## config.mk

```make
export PLATFORM = sky130hd
export DESIGN_NAME = hazard_ctrl_gen2
export DESIGN_NICKNAME = d
export VERILOG_FILES = /design/src/rtl/hazard_pkg.sv /design/src/rtl/hazard_perf_ctr.sv /design/src/rtl/hazard_ctrl_gen2.sv
export SDC_FILE = /design/constraint.sdc
export NUM_CORES = 1
export LEC_CHECK = 0
export CORE_AREA = 2 2 83 85
export DETAILED_ROUTE_END_ITERATION = 7
export DIE_AREA = 0 0 85 87
export GPL_ROUTABILITY_DRIVEN = 0
export PLACE_DENSITY = 0.92
export SYNTH_ARGS = -nofsm -noshare
export SYNTH_HDL_FRONTEND = slang
export SYNTH_SLANG_ARGS = --single-unit
```

## constraint.sdc

```tcl
create_clock -name clk -period 4.7 [get_ports clk]
set_input_delay 0.94 -clock clk [delete_from_list [all_inputs] [get_ports clk]]
set_output_delay 0.94 -clock clk [all_outputs]
set_load 0.02 [all_outputs]
```

## src/rtl/hazard_pkg.sv

```systemverilog
// Shared types for the pipeline hazard controller: fetch squash FSM states,
// pipeline register indices and the debug stall-cause encoding.
// Pure declarations, no logic.
package hazard_pkg;

   // Fetch tracker: DROP means one wrong-path fetch is still in flight.
   typedef enum logic {
      RUN  = 1'b0,
      DROP = 1'b1
   } fetch_state_t;

   // Pipeline register indices.
   localparam int IF_ID  = 0;
   localparam int ID_EX  = 1;
   localparam int EX_MEM = 2;
   localparam int MEM_WB = 3;

   // Winning action for the current cycle, highest priority first after reset.
   typedef enum logic [2:0] {
      CAUSE_NONE     = 3'd0,
      CAUSE_RESET    = 3'd1,
      CAUSE_MC       = 3'd2,
      CAUSE_MEM      = 3'd3,
      CAUSE_IF       = 3'd4,
      CAUSE_SQUASH   = 3'd5,
      CAUSE_REDIRECT = 3'd6,
      CAUSE_LOAD_USE = 3'd7
   } stall_cause_t;

   // True for the causes that freeze every pipeline register and the PC.
   function automatic logic is_full_stall(input stall_cause_t c);
      return (c == CAUSE_MC) || (c == CAUSE_MEM) || (c == CAUSE_IF);
   endfunction

endpackage

```

## src/rtl/hazard_perf_ctr.sv

```systemverilog
// Saturating event counter: counts cycles with inc high, sticks at all-ones.
// Latency: count reflects an event on the clock edge that follows it.
// No backpressure; inc is sampled every cycle.
module hazard_perf_ctr #(
   parameter int CNT_W = 32
) (
   input  logic             clk,
   input  logic             rst,
   input  logic             inc,
   output logic [CNT_W-1:0] count
);

   // Increment until all-ones, then hold; never wraps.
   always_ff @(posedge clk or posedge rst) begin
      if (rst) begin
         count <= '0;
      end else if (inc && (count != {CNT_W{1'b1}})) begin
         count <= count + CNT_W'(1);
      end
   end

endmodule

```

## src/rtl/hazard_ctrl_gen2.sv

```systemverilog
// Pipeline hazard/stall controller: per-stage load/clear enables, PC load, stall flag.
// Latency: enables are combinational; busy bits, fetch FSM and counters update next edge.
// Any multi-cycle unit, D-cache miss or missing fetch freezes the whole pipeline.
module hazard_ctrl_gen2
   import hazard_pkg::*;
#(
   parameter int NUM_STAGES     = 4,
   parameter int NUM_MC         = 1,
   parameter int REDIRECT_STAGE = 2,
   parameter int BUBBLE_STAGE   = 1,
   parameter int EARLY_REDIRECT = 0,
   parameter int CNT_W          = 32
) (
   input  logic                  clk,
   input  logic                  rst,
   input  logic                  icache_resp,
   input  logic                  dcache_req,
   input  logic                  dcache_resp,
   input  logic                  redirect,
   input  logic                  load_use,
   input  logic [NUM_MC-1:0]     mc_start,
   input  logic [NUM_MC-1:0]     mc_resp,
   output logic [NUM_STAGES-1:0] load_stage,
   output logic [NUM_STAGES-1:0] rst_stage,
   output logic                  load_pc,
   output logic                  is_stalling,
   output logic [CNT_W-1:0]      stall_cycles,
   output logic [CNT_W-1:0]      flush_count
);

   localparam logic EARLY = (EARLY_REDIRECT != 0);

   logic [NUM_MC-1:0] mc_busy;
   fetch_state_t      fetch_state;
   stall_cause_t      cause;
   logic              mc_stall;
   logic              mem_stall;
   logic              if_stall;
   logic              flush_inc;

   // A unit stalls from the cycle it accepts work until the cycle its result
   // appears; the result cycle itself is already free to advance.
   assign mc_stall  = |((mc_busy | mc_start) & ~mc_resp);
   assign mem_stall = dcache_req & ~dcache_resp;
   // In early mode a redirect does not wait for the pending fetch; the stale
   // fetch is squashed later by the DROP state instead.
   assign if_stall  = ~icache_resp & ~(EARLY & redirect);

   // Priority encode this cycle's winning action.
   always_comb begin
      cause = CAUSE_NONE;
      if (rst) begin
         cause = CAUSE_RESET;
      end else if (mc_stall) begin
         cause = CAUSE_MC;
      end else if (mem_stall) begin
         cause = CAUSE_MEM;
      end else if (if_stall) begin
         cause = CAUSE_IF;
      end else if ((fetch_state == DROP) && icache_resp) begin
         cause = CAUSE_SQUASH;
      end else if (redirect) begin
         cause = CAUSE_REDIRECT;
      end else if (load_use) begin
         cause = CAUSE_LOAD_USE;
      end
   end

   // Decode the winning action into register enables.
   always_comb begin
      load_stage  = '1;
      rst_stage   = '0;
      load_pc     = 1'b1;
      is_stalling = is_full_stall(cause);
      case (cause)
         CAUSE_RESET: begin
            load_stage = '0;
            load_pc    = 1'b0;
         end
         CAUSE_MC, CAUSE_MEM, CAUSE_IF: begin
            load_stage = '0;
            load_pc    = 1'b0;
         end
         CAUSE_SQUASH: begin
            // The wrong-path instruction lands in IF/ID as a bubble. The PC
            // already holds the redirect target, so it is held -- unless a new
            // redirect arrives now, whose target must be taken.
            rst_stage[IF_ID] = 1'b1;
            load_pc          = redirect;
            if (redirect) begin
               for (int k = 0; k < NUM_STAGES; k++) begin
                  if (k < REDIRECT_STAGE) rst_stage[k] = 1'b1;
               end
            end
         end
         CAUSE_REDIRECT: begin
            for (int k = 0; k < NUM_STAGES; k++) begin
               rst_stage[k] = (k < REDIRECT_STAGE);
            end
         end
         CAUSE_LOAD_USE: begin
            // Hold everything upstream of the bubble, clear the bubble register.
            load_pc = 1'b0;
            for (int k = 0; k < NUM_STAGES; k++) begin
               if (k < BUBBLE_STAGE) load_stage[k] = 1'b0;
            end
            rst_stage[BUBBLE_STAGE] = 1'b1;
         end
         default: begin
         end
      endcase
   end

   assign flush_inc = redirect & ((cause == CAUSE_REDIRECT) || (cause == CAUSE_SQUASH));

   // Per-unit busy bits; a same-cycle start and result leaves the unit idle.
   always_ff @(posedge clk or posedge rst) begin
      if (rst) begin
         mc_busy <= '0;
      end else begin
         mc_busy <= (mc_busy | mc_start) & ~mc_resp;
      end
   end

   // Fetch squash tracker: at most one wrong-path fetch is ever outstanding.
   always_ff @(posedge clk or posedge rst) begin
      if (rst) begin
         fetch_state <= RUN;
      end else begin
         case (fetch_state)
            RUN: begin
               if ((cause == CAUSE_REDIRECT) && EARLY && !icache_resp) begin
                  fetch_state <= DROP;
               end
            end
            DROP: begin
               // A redirect here (no fetch yet) keeps the same single squash.
               if (cause == CAUSE_SQUASH) begin
                  fetch_state <= RUN;
               end
            end
            default: fetch_state <= RUN;
         endcase
      end
   end

   hazard_perf_ctr #(.CNT_W(CNT_W)) u_stall_ctr (
      .clk   (clk),
      .rst   (rst),
      .inc   (is_stalling),
      .count (stall_cycles)
   );

   hazard_perf_ctr #(.CNT_W(CNT_W)) u_flush_ctr (
      .clk   (clk),
      .rst   (rst),
      .inc   (flush_inc),
      .count (flush_count)
   );

endmodule
```

# [Yosys cells after proc, flatten, opt, wreduce, memory -nomap -nowiden]
# Cells that the tools add are included.
[word_totals] register_bits=66 in_bits=9 output_inout_bits=74
[classes] addsub=2 eq_ne=9 mux=15 bitwise=6 reduce_logical=9
[op_table] op="$add 32x1->32 const B" count=2
[op_table] op="$ne 32x32->1 const B" count=2
[op_table] op="$mux 3" count=8
[op_table] op="$eq 3x3->1 const B" count=4
[op_table] op="$eq 3x2->1 const B" count=2
[op_table] op="$pmux 1 s2" count=3
[op_table] op="$reduce_or 5->1" count=1
[op_table] op="$reduce_or 4->1" count=1
[op_table] op="$and 1x1->1" count=3
[op_table] op="$eq 3x1->1 const B" count=1
[op_table] op="$logic_and 1x1->1" count=3
[op_table] op="$logic_or 1x1->1" count=3
[op_table] op="$mux 1" count=3
[op_table] op="$mux 2" count=1
[op_table] op="$not 1->1" count=2
[op_table] op="$reduce_or 2->1" count=1
[op_table] op="$or 1x1->1" count=1

# [Logic depth before layout (Yosys ltp)]
# Gate-level depths: netlist of run 1.
[logic_depth] word_depth=11 mapped_depth=7

# [Hierarchy]
# From an unflattened synthesis of run 1, not the netlist that was laid out.
[unflattened] cells_unflattened=304 hier_area_um2=3388.2
[by_module_without_submodules] module="hazard_perf_ctr" instances=2 cells_per_inst=139 area_each_um2=1561.5
[by_module_without_submodules] module="hazard_ctrl_gen2" instances=1 cells_per_inst=26 area_each_um2=265.3

# [Worst setup path before layout of run 1]
# Ideal clock, no wire load.
[synth_timing] path_type="in2out" start="input mc_start" end="output load_pc" t_arrival_ps=2885 t_required_ps=3760 path_slack_ps=875 cell_stages=5 cell_sequence="o21bai_4 -> inv_2 -> nor3_1 -> o21a_1 -> a21boi_0"
[synth_between] elab_chain_len=7
[synth_lines] item="start: declaration" line="hazard_ctrl_gen2.sv:21" rtl="input logic [NUM_MC-1:0] mc_start,"
[synth_lines] item="$or 1x1->1 *" line="hazard_ctrl_gen2.sv:43" rtl="assign mc_stall = |((mc_busy | mc_start) & ~mc_resp);"
[synth_lines] item="$and 1x1->1 *" line="hazard_ctrl_gen2.sv:43"
[synth_lines] item="named net mc_stall" line="hazard_ctrl_gen2.sv:36" rtl="logic mc_stall;"
[synth_lines] item="$mux 3 *" line="hazard_ctrl_gen2.sv:54" rtl="end else if (mc_stall) begin"
[synth_lines] item="$mux 3 *" line="hazard_ctrl_gen2.sv:52" rtl="if (rst) begin"
[synth_lines] item="$eq 3x2->1 (tied with other cells)" line="hazard_ctrl_gen2.sv:75" rtl="case (cause)"
[synth_lines] item="$reduce_or 5->1 (no line)"
[synth_lines] item="$pmux 1 s2 *" line="hazard_ctrl_gen2.sv:75"
[synth_lines] item="end: declaration" line="hazard_ctrl_gen2.sv:25" rtl="output logic load_pc,"
# The timed path passes the listed nets; every way through them passes the cells marked *.

# [Worst setup path in the final report of run 1]
# Ends and elaborated chain as after synthesis.

==> results of run 1 <==
==> cells in the final DEF, fill, tap and decap left out, types with 2 or more instances in the layout <==
master | synthesis | routed
sky130_fd_sc_hd__a21boi_0 | 2 | 2
sky130_fd_sc_hd__and2_1 | 6 | 6
sky130_fd_sc_hd__and3_1 | 8 | 8
sky130_fd_sc_hd__and4_1 | 6 | 6
sky130_fd_sc_hd__buf_4 | 4 | 2
sky130_fd_sc_hd__clkbuf_8 | 0 | 9
sky130_fd_sc_hd__clkdlybuf4s50_1 | 0 | 80
sky130_fd_sc_hd__clkinv_2 | 0 | 3
sky130_fd_sc_hd__clkinv_4 | 0 | 2
sky130_fd_sc_hd__conb_1 | 1 | 2
sky130_fd_sc_hd__dfrtp_1 | 66 | 66
sky130_fd_sc_hd__ha_1 | 2 | 2
sky130_fd_sc_hd__inv_1 | 10 | 9
sky130_fd_sc_hd__inv_2 | 1 | 2
sky130_fd_sc_hd__mux2_2 | 2 | 2
sky130_fd_sc_hd__nand2_1 | 21 | 21
sky130_fd_sc_hd__nand2b_1 | 4 | 4
sky130_fd_sc_hd__nand3_1 | 22 | 22
sky130_fd_sc_hd__nand4_1 | 26 | 26
sky130_fd_sc_hd__nor2_1 | 20 | 20
sky130_fd_sc_hd__nor2b_1 | 2 | 2
sky130_fd_sc_hd__nor3_1 | 11 | 11
sky130_fd_sc_hd__o21a_1 | 2 | 2
sky130_fd_sc_hd__or4_1 | 2 | 2
sky130_fd_sc_hd__or4_4 | 2 | 2
sky130_fd_sc_hd__xnor2_1 | 46 | 46
sky130_fd_sc_hd__xor2_1 | 15 | 15
==> sequential cells by signal (all words and copies together) (netlist names) <==
name and flops:
mc_busy 1, u_stall_ctr.count 32, u_flush_ctr.count 32, fetch_state 1
==> metrics by stage <==
stage	utilization [%]	instance area [um^2]	hold WS (ns)
2_1_floorplan	-	3250	0.495
3_3_place_gp	62.8	4130	0.480
3_5_place_dp	62.8	4130	0.482
4_1_cts	65.8	4320	0.496
5_1_grt	65.8	4320	0.517
6_report	65.8	4320	0.496
==> area by class of cell <==
cell class              instances  share of cell area [%]
flip-flops and latches         66                    38.2
inverters                      11                   0.955
multi-input cells             220                    35.1
clock inverters                 7                    1.62
repair buffers                 82                    18.9
well taps                      80                    2.32
clock buffers                   9                    2.87
==> cells by family after synthesis <==
group / count (synthesis)
adders and majority gates: 2
muxes: 3
and+or+nand+nor: 139
AOI/OAI and AO/OA: 13
buffers and inverters: 17
xor gates and xnor gates: 61
other: 1
DFF: 66
==> synth_stat cells (2+ instances only) <==
cell / count
sky130_fd_sc_hd__ha_1: 2
sky130_fd_sc_hd__inv_1: 10
sky130_fd_sc_hd__nand2_1: 21
sky130_fd_sc_hd__dfrtp_1: 66
sky130_fd_sc_hd__o21a_1: 2
sky130_fd_sc_hd__mux2_2: 2
sky130_fd_sc_hd__or4_4: 2
sky130_fd_sc_hd__nand2b_1: 4
sky130_fd_sc_hd__nand3_1: 22
sky130_fd_sc_hd__and2_1: 6
sky130_fd_sc_hd__and3_1: 8
sky130_fd_sc_hd__nor2b_1: 2
sky130_fd_sc_hd__or4_1: 2
sky130_fd_sc_hd__and4_1: 6
sky130_fd_sc_hd__buf_4: 4
sky130_fd_sc_hd__nand4_1: 26
sky130_fd_sc_hd__nor2_1: 20
sky130_fd_sc_hd__a21boi_0: 2
sky130_fd_sc_hd__nor3_1: 11
sky130_fd_sc_hd__xor2_1: 15
sky130_fd_sc_hd__xnor2_1: 46
==> report_power, final <==
| group | internal [W] | leakage (nW) | switching, W |
|---|---|---|---|
| Sequential | 0.000613 | 0.877 | 0.0000641 |
| Combinational | 0.000131 | 0.835 | 0.000131 |
| Clock | 0.000243 | 0.0990 | 0.000227 |
==> path summary, 6_finish.rpt <==
path,start,end
setup reg to reg,u_stall_ctr.count[0],u_stall_ctr.count[23]
max in group asynchronous,rst,u_flush_ctr.count[21]
hold / removal,u_stall_ctr.count[22],u_stall_ctr.count[22]
setup / recovery,mc_start,load_pc
min in group asynchronous,rst,u_stall_ctr.count[14]
hold reg to reg,u_stall_ctr.count[22],u_stall_ctr.count[22]
==> metal layers <==
metal | GRT usage (%) | vias up
li1 | - | 1236
met1 | 25.2 | 1277
met2 | 34.5 | 62
met3 | 3.98 | 14
met4 | 10.1 | 0
met5 | 0 | -
==> impl_metrics.env, run 1 <==
export IMPL_met3_wirelength_um=325
export IMPL_p_total_w=0.00141
export IMPL_worstHoldPathType="reg2reg"
export IMPL_cts_reportedPaths_clkPinSlew_ns=0.07
export IMPL_grt_usage_pct=20.4
export IMPL_yosysSeqAreaShare_pct=50.9
export IMPL_cp_cell_sequence="clkdlybuf4s50_1, o21bai_4, inv_2, nor3_1, buf_4, o21a_1, a21boi_0, clkdlybuf4s50_1"
export IMPL_yosys_area_top_type="sky130_fd_sc_hd__dfrtp_1"
export IMPL_timing_critical_path_depth=8
export IMPL_compound_gate_portion_of_the_synthesized_area_pct=4.16
export IMPL_route_layer_met1_wl_um=3040
export IMPL_drv_max_cap_violation_count=0
export IMPL_detail_route_antenna_nets=0
export IMPL_drive_above_1_share_pct=9.11
export IMPL_top_signal_layer_used="met4"
export IMPL_cp_end_kind="primary output"
export IMPL_netlist_top_cells_area="sky130_fd_sc_hd__dfrtp_1 51%, sky130_fd_sc_hd__xnor2_1 12%, sky130_fd_sc_hd__nand4_1 5.0%"
export IMPL_hold_buffers=0
export IMPL_fillers=508
export IMPL_grt_overflow_total=0
export IMPL_cts_inserted_buffers=9
export IMPL_detail_route_first_pass_iterations=4
export IMPL_num_vias=2589
export IMPL_die_height_um=87
export IMPL_grt_first_pass_wirelength_um=11900
export IMPL_simple_gate_share_of_the_synthesized_area_pct=24.2
export IMPL_synthXorXnorAreaFrac_pct=16.5
export IMPL_floorplan_io_pins=83
export IMPL_largest_family_of_logic_cells_by_synthesized_area="simple AND/OR/NAND/NOR gates"
export IMPL_area_fraction_of_the_dominant_cell_type_after_synthesis_pct=50.9
export IMPL_synthesis_warning_total=0
export IMPL_vias_in_the_first_global_route=2527
export IMPL_row_count=30
export IMPL_timing_final_crit_share_pct=82.6
export IMPL_post_cts_resized=0
export IMPL_die_x_um=85
export IMPL_post_synth_fa_ha_maj_area_fraction_pct=0.771
export IMPL_final_min_clock_period_ns=3.88
export IMPL_grt_antenna_before_repair=0
export IMPL_unique_masters_post_synth=44
export IMPL_synthCells=302
export IMPL_critPathSlowestCell="sky130_fd_sc_hd__clkdlybuf4s50_1"
export IMPL_drt_iter0_markers=76
export IMPL_max_fclk_mhz=258
export IMPL_timing_hold_worst_path_depth=1
export IMPL_setup_viol=0
export IMPL_die_area_um2=7400
export IMPL_total_leakage_power_nw=1.81
export IMPL_synthMuxAreaShare_pct=1.00
export IMPL_timing_worst_slew_pin_value_ns=1.03
export IMPL_io_buffer_count=80
export IMPL_arrival_ns=2.94
export IMPL_post_dp_hpwl_um=5260
export IMPL_drc=0
export IMPL_maximum_fanout_count_along_the_critical_path=8
export IMPL_rrSetupSlack_ns=2.41
export IMPL_totalNegativeSetupSlack_ns=0
export IMPL_clock_tree_from_tritoncts="built"
export IMPL_root_buffer_cell="sky130_fd_sc_hd__clkbuf_8"
export IMPL_design_core_area_um2=6570
export IMPL_seqCellArea_um2=1650
export IMPL_layout_area_overhead_vs_synth_pct=33.1
export IMPL_max_vdd_ir_drop_uv=271
export IMPL_rsz0062_at_grt="no"
export IMPL_synth_edff_count=0
export IMPL_ys_async_sr_fraction_pct=100
export IMPL_cts_htree_levels=3
export IMPL_report_final_hold_viol_count=0
export IMPL_critPathKind="in2out"
export IMPL_route_detailed_vias_per_inst=5.45
export IMPL_multi_input_area_um2=1520
export IMPL_timing_slew_headroom_pct=30.9
export IMPL_status="complete, no violations"
export IMPL_wl_met2_um=3610
export IMPL_yosys_register_bits=66
export IMPL_initial_core_util_pct=49.4
export IMPL_drv_slew=0
export IMPL_reg2reg_depth=6
export IMPL_clock_sink_count=66
export IMPL_worst_skew_late_latency_ns=0.36
export IMPL_power_per_cell_area_nw_per_um2=326
export IMPL_cts_post_setup_buffers_inserted=0
export IMPL_routed_wire_length_per_instance_um=15.0
export IMPL_antenna_cells_inserted=0
export IMPL_path_buf_inv=4
export IMPL_final_setup_worst_slack_ns=0.819
export IMPL_crit_family="buffers and inverters"
export IMPL_grt_max_degree=50
export IMPL_finalClockSkew_ns=0.0129
export IMPL_route_final_wire_length_um=7130
export IMPL_synth_area_um2=3250
export IMPL_cpMostUsedCell="sky130_fd_sc_hd__clkdlybuf4s50_1"
export IMPL_cts_root_to_sink_buffers=2
export IMPL_critical_path_startpoint_type="input port"
export IMPL_dp_cells=459
export IMPL_largest_stage_delay_worst_path_ns=0.62
export IMPL_syn_area_per_cell_um2=10.8
export IMPL_fin_nets=401
export IMPL_yosys_most_used_dff="sky130_fd_sc_hd__dfrtp_1"
export IMPL_layoutNonFillerInstCount=475
export IMPL_worst_endpoint_required_ns=3.76
export IMPL_preCtsSetupSlack_ns=0.805
Note: power is estimated with default switching activity, not from simulation.
==> run 2: changes to the inputs <==
--- a/config.mk
+++ b/config.mk
@@ -5,11 +5,11 @@
 export SDC_FILE = /design/constraint.sdc
 export NUM_CORES = 1
 export LEC_CHECK = 0
-export CORE_AREA = 2 2 83 85
+export CORE_AREA = 2 2 85 87
 export DETAILED_ROUTE_END_ITERATION = 7
-export DIE_AREA = 0 0 85 87
+export DIE_AREA = 0 0 87 89
 export GPL_ROUTABILITY_DRIVEN = 0
-export PLACE_DENSITY = 0.92
+export PLACE_DENSITY = 0.88
 export SYNTH_ARGS = -nofsm -noshare
 export SYNTH_HDL_FRONTEND = slang
 export SYNTH_SLANG_ARGS = --single-unit
==> constraint.sdc (replaced) <==
create_clock -name clk -period 3.7 [get_ports clk]
set_input_delay 0.74 -clock clk [delete_from_list [all_inputs] [get_ports clk]]
set_output_delay 0.74 -clock clk [all_outputs]
set_load 0.02 [all_outputs]
==> run 2 against run 1 <==
- non-clock buffer count rose by 2
- combinational power rose by 28%
- core utilization fell by 0.89 points
- critical endpoint is now rst_stage[1]
- largest power group unchanged
- register-to-register slack got worse by 1.0 ns
- clock skew decreased by 0.0022 ns
- cell count increased by 0.42%
- first-iteration DRC count grew 140%
- wire length rose by 0.52%
- sequential share of layout area shrank 0.34 points
- sequential cell count stayed put
- critical path depth fell by 1
==> impl_metrics.env, run 2 (synthesized netlist as in run 1, its figures left out) <==
export IMPL_status="complete, no violations"
export IMPL_layout_commonest_cell="sky130_fd_sc_hd__clkdlybuf4s50_1"
export IMPL_route_final_wire_length_um=7170
export IMPL_timing_slew_headroom_pct=32.7
export IMPL_post_dp_hpwl_um=5350
export IMPL_die_height_um=89
export IMPL_clock_sink_count=66
export IMPL_max_vdd_ir_drop_uv=376
export IMPL_power_per_cell_area_nw_per_um2=417
export IMPL_max_fclk_mhz=281
export IMPL_worst_hold_startpoint="u_stall_ctr.count[18]"
export IMPL_grt_overflow_total=0
export IMPL_totalNegativeSetupSlack_ns=0
export IMPL_rr_endpoint="u_stall_ctr.count[31]"
export IMPL_routed_wire_length_per_instance_um=15.0
export IMPL_cts_post_setup_buffers_inserted=0
export IMPL_drv_slew=0
export IMPL_critPathKind="in2out"
export IMPL_root_buffer_cell="sky130_fd_sc_hd__clkbuf_8"
export IMPL_arrival_ns=2.82
export IMPL_grt_antenna_before_repair=0
export IMPL_final_setup_worst_slack_ns=0.141
export IMPL_reg2reg_depth=6
export IMPL_hold_buffers=0
export IMPL_io_buffer_count=80
export IMPL_cts_inserted_buffers=9
export IMPL_layout_cells_most_common_list="80 x sky130_fd_sc_hd__clkdlybuf4s50_1, 66 x sky130_fd_sc_hd__dfrtp_1, 46 x sky130_fd_sc_hd__xnor2_1, 26 x sky130_fd_sc_hd__nand4_1, 22 x sky130_fd_sc_hd__nand3_1"
export IMPL_die_x_um=87
export IMPL_worstHoldPathType="reg2reg"
export IMPL_detail_route_antenna_nets=0
export IMPL_seqCellArea_um2=1650
export IMPL_num_vias=2581
export IMPL_cts_reportedPaths_clkPinSlew_ns=0.07
export IMPL_layout_area_overhead_vs_synth_pct=34.3
export IMPL_worst_hold_path_endpoint="u_stall_ctr.count[18]"
export IMPL_timing_hold_worst_path_depth=1
export IMPL_worst_skew_late_latency_ns=0.34
export IMPL_route_detailed_vias_per_inst=5.41
export IMPL_drt_iter0_markers=182
export IMPL_detail_route_first_pass_iterations=4
export IMPL_finalClockSkew_ns=0.0108
export IMPL_antenna_cells_inserted=0
export IMPL_largestRegisters="u_flush_ctr.count (32), u_stall_ctr.count (32)"
export IMPL_rsz0062_at_grt="no"
export IMPL_preCtsSetupSlack_ns=0.140
export IMPL_multi_input_area_um2=1520
export IMPL_final_min_clock_period_ns=3.56
export IMPL_cts_htree_levels=3
export IMPL_timing_worst_slew_pin_value_ns=1.00
export IMPL_grt_first_pass_wirelength_um=12100
export IMPL_setup_viol=0
export IMPL_post_cts_resized=0
export IMPL_grt_max_degree=56
export IMPL_cp_end_kind="primary output"
export IMPL_total_leakage_power_nw=1.83
export IMPL_maximum_fanout_count_along_the_critical_path=7
export IMPL_timing_final_crit_share_pct=96.2
export IMPL_vias_in_the_first_global_route=2562
export IMPL_rrSetupSlack_ns=1.37
export IMPL_worst_endpoint_required_ns=2.96
export IMPL_initial_core_util_pct=48.3
export IMPL_critical_path_startpoint_type="input port"
export IMPL_design_core_area_um2=6720
export IMPL_cts_root_to_sink_buffers=2
export IMPL_report_final_hold_viol_count=0
export IMPL_drv_max_cap_violation_count=0
export IMPL_clock_tree_from_tritoncts="built"
export IMPL_row_count=30
export IMPL_ff_to_ff_start="u_stall_ctr.count[0]"
export IMPL_fillers=538
export IMPL_die_area_um2=7740
export IMPL_floorplan_io_pins=83
export IMPL_fin_nets=403
export IMPL_grt_usage_pct=20.0
export IMPL_drive_above_1_share_pct=9.32
export IMPL_fin_worst_hold_slack_ns=0.496
export IMPL_drc=0
run 2: per-stage QoR:
stage | instances | utilization (%) | power (W) | instance area, um^2
2_1_floorplan | 303 | - | 0.00104 | 3250
3_3_place_gp | 461 | 61.8 | 0.00120 | 4160
3_5_place_dp | 461 | 61.8 | 0.00121 | 4160
4_1_cts | 477 | 64.9 | 0.00184 | 4360
5_1_grt | 477 | 64.9 | 0.00191 | 4360
6_report | 477 | 64.9 | 0.00182 | 4360
run 2: where the power goes:
part           total (W)  leakage [nW]  internal (W)  switching [W]
logic           0.000336         0.850      0.000170       0.000166
registers       0.000861         0.877      0.000779      0.0000825
clock network   0.000619        0.0986      0.000347       0.000272
run 2: cell type report:
cell class	instances	share of cell area (%)
Clock buffer	12	3.56
Timing Repair Buffer	84	19.3
Clock inverter	4	1.15
Sequential cell	66	37.9
Multi-Input combinational cell	220	34.8
Inverter	11	0.947
Tap cell	80	2.30
run 2: how the worst max path moves through the flow:
stage / start / endpoint / depth (start not counted)
final: mc_start / rst_stage[1] / 7
after global routing: mc_start / rst_stage[1] / 7
after CTS: mc_start / rst_stage[1] / 7
after detailed placement: mc_start / rst_stage[1] / 7
after global placement: mc_start / load_pc / 7
after floorplan: mc_start / load_pc / 5
run 2: worst max-delay path: stages:
cell                              delay [ns]
sky130_fd_sc_hd__clkdlybuf4s50_1        0.44
sky130_fd_sc_hd__o21bai_4               0.19
sky130_fd_sc_hd__inv_2                  0.06
sky130_fd_sc_hd__nor3_1                 0.33
sky130_fd_sc_hd__buf_4                  0.22
sky130_fd_sc_hd__a21boi_0               0.20
sky130_fd_sc_hd__clkdlybuf4s50_1        0.63
run 2: metal layers:
metal,track usage [%],up-vias,share of wire (%)
met4,7.95,0,1.1
met1,26.9,1253,46
met2,31.4,82,47
met5,0,-,0
li1,-,1236,-
met3,4.99,10,5.4
